==> config.mk <==
export PLATFORM = sky130hd
export DESIGN_NAME = mmio_bus_ctrl
export DESIGN_NICKNAME = d
export VERILOG_FILES = /design/src/rtl/mmio_bus_ctrl.sv
export SDC_FILE = /design/constraint.sdc
export NUM_CORES = 1
export LEC_CHECK = 0
export ABC_AREA = 1
export ABC_CLOCK_PERIOD_IN_PS = 1800
export CORE_MARGIN = 2
export CORE_UTILIZATION = 40
export CTS_CLUSTER_SIZE = 12
export DETAILED_ROUTE_END_ITERATION = 10
export PLACE_DENSITY = 0.81
export SKIP_LAST_GASP = 1
export SYNTH_ARGS = -nofsm -noshare
export SYNTH_HDL_FRONTEND = slang
export SYNTH_SLANG_ARGS = --single-unit
==> constraint.sdc <==
create_clock -name clk -period 1.8 [get_ports clk]
set_input_delay 0.45 -clock clk [delete_from_list [all_inputs] [get_ports clk]]
set_output_delay 0.45 -clock clk [all_outputs]
set_load 0.005 [all_outputs]
==> src/rtl/mmio_bus_ctrl.sv <==
// Memory / memory-mapped I/O bus controller: decodes core accesses, sequences memory
// wait states and device handshakes, and returns read data with a one-cycle ack.
module mmio_bus_ctrl #(
    parameter int unsigned DATA_W      = 16,
    parameter int unsigned ADDR_W      = 16,
    parameter int unsigned NUM_IO      = 4,
    parameter int unsigned IDX_W       = 2,
    parameter int unsigned MEM_LATENCY = 1,
    parameter int unsigned IO_TIMEOUT  = 15
) (
    input  logic                     clk,
    input  logic                     rst,
    input  logic                     cpu_req,
    input  logic                     cpu_we,
    input  logic [ADDR_W-1:0]        cpu_adr,
    input  logic [DATA_W-1:0]        cpu_wdata,
    output logic [DATA_W-1:0]        cpu_rdata,
    output logic                     cpu_ack,
    output logic                     cpu_err,
    output logic                     cpu_busy,
    output logic                     mem_en,
    output logic                     mem_read,
    output logic                     mem_write,
    output logic [ADDR_W-1:0]        mem_adr,
    output logic [DATA_W-1:0]        mem_wdata,
    input  logic [DATA_W-1:0]        mem_rdata,
    output logic [NUM_IO-1:0]        io_sel,
    output logic                     io_we,
    output logic [ADDR_W-1:0]        io_adr,
    output logic [DATA_W-1:0]        io_wdata,
    input  logic [NUM_IO*DATA_W-1:0] io_rdata,
    input  logic [NUM_IO-1:0]        io_ready
);

    localparam int unsigned CNT_MAX = (MEM_LATENCY > IO_TIMEOUT) ? MEM_LATENCY : IO_TIMEOUT;
    localparam int unsigned CNT_W   = (CNT_MAX > 1) ? $clog2(CNT_MAX) : 1;
    localparam logic [CNT_W-1:0] MEM_LAST = CNT_W'(MEM_LATENCY - 1);
    localparam logic [CNT_W-1:0] IO_LAST  = CNT_W'(IO_TIMEOUT - 1);

    typedef enum logic [1:0] {
        S_IDLE,
        S_MEM,
        S_IO,
        S_RESP
    } state_t;

    state_t              state_q, state_d;
    logic [CNT_W-1:0]    cnt_q, cnt_d;
    logic [ADDR_W-1:0]   adr_q, adr_d;
    logic                we_q, we_d;
    logic [DATA_W-1:0]   wdata_q, wdata_d;
    logic [NUM_IO-1:0]   dev_q, dev_d;
    logic [DATA_W-1:0]   rdata_q, rdata_d;
    logic                err_q, err_d;
    logic                mem_en_q, mem_en_d;
    logic                mem_read_q, mem_read_d;
    logic                mem_write_q, mem_write_d;
    logic [NUM_IO-1:0]   io_sel_q, io_sel_d;
    logic                io_we_q, io_we_d;

    logic [IDX_W-1:0]    req_idx;
    logic                req_io;
    logic [NUM_IO-1:0]   req_sel;
    logic                req_ok;
    logic                cur_ready;
    logic [DATA_W-1:0]   cur_rdata;

    assign req_idx = cpu_adr[ADDR_W-3 -: IDX_W];
    assign req_io  = &cpu_adr[ADDR_W-1 -: 2];
    assign req_ok  = |req_sel;

    // An index with no matching select bit is out of range and is rejected.
    always_comb begin
        req_sel = '0;
        for (int unsigned i = 0; i < NUM_IO; i++) begin
            req_sel[i] = (req_idx == IDX_W'(i));
        end
    end

    always_comb begin
        cur_ready = 1'b0;
        cur_rdata = '0;
        for (int unsigned i = 0; i < NUM_IO; i++) begin
            if (dev_q[i]) begin
                cur_ready = io_ready[i];
                cur_rdata = io_rdata[i*DATA_W +: DATA_W];
            end
        end
    end

    always_comb begin
        state_d     = state_q;
        cnt_d       = cnt_q;
        adr_d       = adr_q;
        we_d        = we_q;
        wdata_d     = wdata_q;
        dev_d       = dev_q;
        rdata_d     = rdata_q;
        err_d       = err_q;
        mem_en_d    = 1'b0;
        mem_read_d  = 1'b0;
        mem_write_d = 1'b0;
        io_sel_d    = '0;
        io_we_d     = 1'b0;

        unique case (state_q)
            S_IDLE: begin
                if (cpu_req) begin
                    adr_d   = cpu_adr;
                    we_d    = cpu_we;
                    wdata_d = cpu_wdata;
                    dev_d   = req_sel;
                    cnt_d   = '0;
                    if (req_io && !req_ok) begin
                        state_d = S_RESP;
                        err_d   = 1'b1;
                        rdata_d = '0;
                    end else if (req_io) begin
                        state_d  = S_IO;
                        io_sel_d = req_sel;
                        io_we_d  = cpu_we;
                    end else begin
                        state_d     = S_MEM;
                        mem_en_d    = 1'b1;
                        mem_read_d  = !cpu_we;
                        mem_write_d = cpu_we;
                    end
                end
            end
            S_MEM: begin
                if (cnt_q == MEM_LAST) begin
                    state_d = S_RESP;
                    rdata_d = we_q ? '0 : mem_rdata;
                    err_d   = 1'b0;
                end else begin
                    cnt_d      = cnt_q + CNT_W'(1);
                    mem_en_d   = 1'b1;
                    mem_read_d = !we_q;
                end
            end
            S_IO: begin
                // Ready is checked before the timeout so a late response still wins.
                if (cur_ready) begin
                    state_d = S_RESP;
                    rdata_d = we_q ? '0 : cur_rdata;
                    err_d   = 1'b0;
                end else if (cnt_q == IO_LAST) begin
                    state_d = S_RESP;
                    rdata_d = '0;
                    err_d   = 1'b1;
                end else begin
                    cnt_d    = cnt_q + CNT_W'(1);
                    io_sel_d = dev_q;
                    io_we_d  = we_q;
                end
            end
            S_RESP: begin
                state_d = S_IDLE;
                rdata_d = '0;
                err_d   = 1'b0;
            end
            default: state_d = S_IDLE;
        endcase
    end

    always_ff @(posedge clk or negedge rst) begin
        if (!rst) begin
            state_q     <= S_IDLE;
            cnt_q       <= '0;
            adr_q       <= '0;
            we_q        <= 1'b0;
            wdata_q     <= '0;
            dev_q       <= '0;
            rdata_q     <= '0;
            err_q       <= 1'b0;
            mem_en_q    <= 1'b0;
            mem_read_q  <= 1'b0;
            mem_write_q <= 1'b0;
            io_sel_q    <= '0;
            io_we_q     <= 1'b0;
        end else begin
            state_q     <= state_d;
            cnt_q       <= cnt_d;
            adr_q       <= adr_d;
            we_q        <= we_d;
            wdata_q     <= wdata_d;
            dev_q       <= dev_d;
            rdata_q     <= rdata_d;
            err_q       <= err_d;
            mem_en_q    <= mem_en_d;
            mem_read_q  <= mem_read_d;
            mem_write_q <= mem_write_d;
            io_sel_q    <= io_sel_d;
            io_we_q     <= io_we_d;
        end
    end

    assign cpu_rdata = rdata_q;
    assign cpu_err   = err_q;
    assign cpu_ack   = (state_q == S_RESP);
    assign cpu_busy  = (state_q != S_IDLE);
    assign mem_en    = mem_en_q;
    assign mem_read  = mem_read_q;
    assign mem_write = mem_write_q;
    assign mem_adr   = adr_q;
    assign mem_wdata = wdata_q;
    assign io_sel    = io_sel_q;
    assign io_we     = io_we_q;
    assign io_adr    = adr_q;
    assign io_wdata  = wdata_q;

endmodule

==> qor.yml <==
status:
  status: "finished, final reports clean"
synth:
  synth-xor-area-share_pct: 0.217
  synth_cell_types: 29
  ys.warnings.count: 0
  syn_inst: 543
  ys_ff_latch: 68
  synth_compound_area_share_pct: 9.22
  synth_top_family_by_area: "simple AND/OR/NAND/NOR gates"
  synth_adder_area_share_pct: 2.48
  syn_nets: 671
  yosys.area_share.simple_pct: 32.6
  synthMuxAreaShare_pct: 0
  yosysSeqAreaShare_pct: 42.1
  synth_area_um2: 4040
  postSynthAreaPerCell_um2: 7.44
global_route:
  gr-total-overflow: 0
  grt_max_degree: 69
  grtUsageTotal_pct: 23.5
  grt_pass1_vias: 4349
  antenna_found_initial: 0
  grt_pass1_wl_mm: 21.1
routing:
  vias_per_cell: 4.95
  dr.pass1.iters: 5
  wl_per_cell_um: 14.9
  vias: 4308
  route.detailed.drc: 0
  drtIter0Drc: 171
  wirelength_mm: 12.9
  drtAntennaViolNets: 0
pwr:
  ir_drop_uv: 748
  cellLeakagePower_nw: 3.04
  power_density_nw_per_um2: 1610
clocking:
  cts_tree: "built"
  ctsHtreeMaxLevel: 3
  clockBufferDepth: 2
  insertion_delay_ns: 0.33
  root_buffer: "clkbuf_8"
  numCtsBuffers: 9
  clock-sinks: 68
  clkTransAtPathRegs_ns: 0.08
  holdBufCountCts: 0
setup_path:
  crit_type: "flip-flop to output port"
  setup.worst_path.end_class: "output port"
  worstPathRequired_ns: 1.35
  r2r_start: "dev_q[3]"
  critPathMaxStageDelay_ns: 0.38
  cp_slowest_cell: "dfrtp_1"
  crit_chain: "inv_1 > ha_1 > inv_2 > dlygate4sd2_1"
  cp.arrival_ns: 1.35
  critPathLaunchType: "flip-flop"
  critPathMaxFanout: 4
  critical_path.startpoint: "state_q[0]"
die:
  die-area_um2: 10900
  die_h_um: 105
  rows: 36
  core_area_um2: 9770
  initial_core_util_pct: 41.4
  die_w_um: 105
  io_pins: 211
timing:
  period_share_pct: 99.9
  setup_violations: 0
  hold_ws_ns: 0.123
  hold_viol: 0
  slew_headroom_pct: 66.0
  tns_ns: 0
  period_minus_slack_ns: 1.80
  max_freq_mhz: 556
  fin_skew_ns: 0.00911
  tightest_slew_ns: 0.510
  maxSlewViolCount: 0
  rsz0062_at_grt: "yes"
placed_design:
  dp_hpwl_mm: 9.74
  numPortBuffers: 210
  routabilityCongestion: 0.874
hold_path:
  hold_path.class: "input port to async pin"
flow_run:
  drv_cap: 0
final_layout:
  drive_gt1_share_pct: 9.77
  fill_cells: 839
  area_growth_pct: 57.7
  nNetsFinal: 860
  antenna_cells: 0
## what timing repair did
item / CTS / global route
pin swaps: 0 / 2
buffers inserted: 3 / 2
endpoints found under the setup margin: 2 / 24
cloned: 0 / 1
resized for setup: 3 / 7
## placed cells by master, fill, tap and decap left out, drive strengths merged
master         count
nand3             53
nor2              10
clkbuf            10
o32ai              3
dlygate4sd2        1
clkdlybuf4s50    207
clkdlybuf4s15      1
o21ai             25
dfrtp             68
xor2               1
bufinv             1
nand4              1
nand2            239
ha                 8
nor3               1
clkinvlp           4
o211ai             1
clkinv             2
inv               33
or2                1
a21oi             33
o22ai              7
buf               27
## area by class of cell
cell class	count	area (µm²)	area share [%]
Multi-Input combinational cell	383	1810	28.4
Clock inverter	7	75.1	1.18
Sequential cell	68	1700	26.7
Inverter	33	143	2.24
Tap cell	133	166	2.61
Timing Repair Buffer	237	2350	36.9
Clock buffer	9	124	1.94
## metrics by stage
step / cells / worst slack (ns) / power (W) / area [µm²] / util, %
floorplan: 543 / 0.228 / 0.00626 / 4040 / -
global placement: 848 / -0.0252 / 0.00865 / 6090 / 62.4
detailed placement: 848 / -0.0775 / 0.00889 / 6090 / 62.4
CTS: 867 / -0.0405 / 0.0102 / 6320 / 64.6
global route: 870 / -0.0883 / 0.0111 / 6370 / 65.2
finish: 870 / 0.00108 / 0.0103 / 6370 / 65.2
## state kept, by name, indices dropped and copies added, names as in the netlist, 2 cells and up
register and count:
io_adr 16, dev_q 4, io_sel 4, cpu_rdata 16, cnt_q 4, state_q 2
io_wdata 16
## power breakdown
part | internal, W | total (W) | switching, W
Combinational | 0.00317 | 0.00628 | 0.00311
Sequential | 0.00218 | 0.00275 | 0.000564
Clock | 0.000644 | 0.00125 | 0.000606
## worst max-delay path: cells and delay by family, from the launching register on
family                     cells  cell delay [ns]
DFF                            1             0.38
adders and majority gates      1             0.20
buffers and inverters          3             0.43
## synthesized netlist by cell type, drive strengths merged
library cell / n / area [µm²]
ha: 8 / 100
nand4: 1 / 21.3
o21ai: 25 / 125
a21oi: 33 / 165
clkbuf: 10 / 37.5
dfrtp: 68 / 1700
nand3: 53 / 315
buf: 49 / 369
xor2: 1 / 8.76
o211ai: 1 / 12.5
nand2: 239 / 910
nor2: 10 / 58.8
o32ai: 3 / 26.3
o22ai: 7 / 43.8
nor3: 1 / 5.00
or2: 1 / 6.26
inv: 33 / 136
## cell families after synthesis
logic type,after synthesis
compound gates,69
xor+xnor,1
fa+ha+maj,8
buf+inv,92
flops,68
simple gates,305
## metal layers
metal	share of wire (%)	vias up	track usage (%)
met1	40	2019	28.1
li1	-	2074	-
met2	51	193	41.9
met5	0	-	0
met3	7.1	22	5.30
met4	1.7	0	7.43
## final timing paths
check,slack (ns),end,cells past startpoint
max,0.001,cpu_busy,4
min,0.12,io_wdata[5],2
max reg2reg,0.12,cpu_rdata[9],8
min reg2reg,0.49,cpu_rdata[11],2
max in group asynchronous,1.38,cpu_rdata[1],2
min in group clk,0.49,cpu_rdata[11],2
Power figures use the tool's default switching activity.
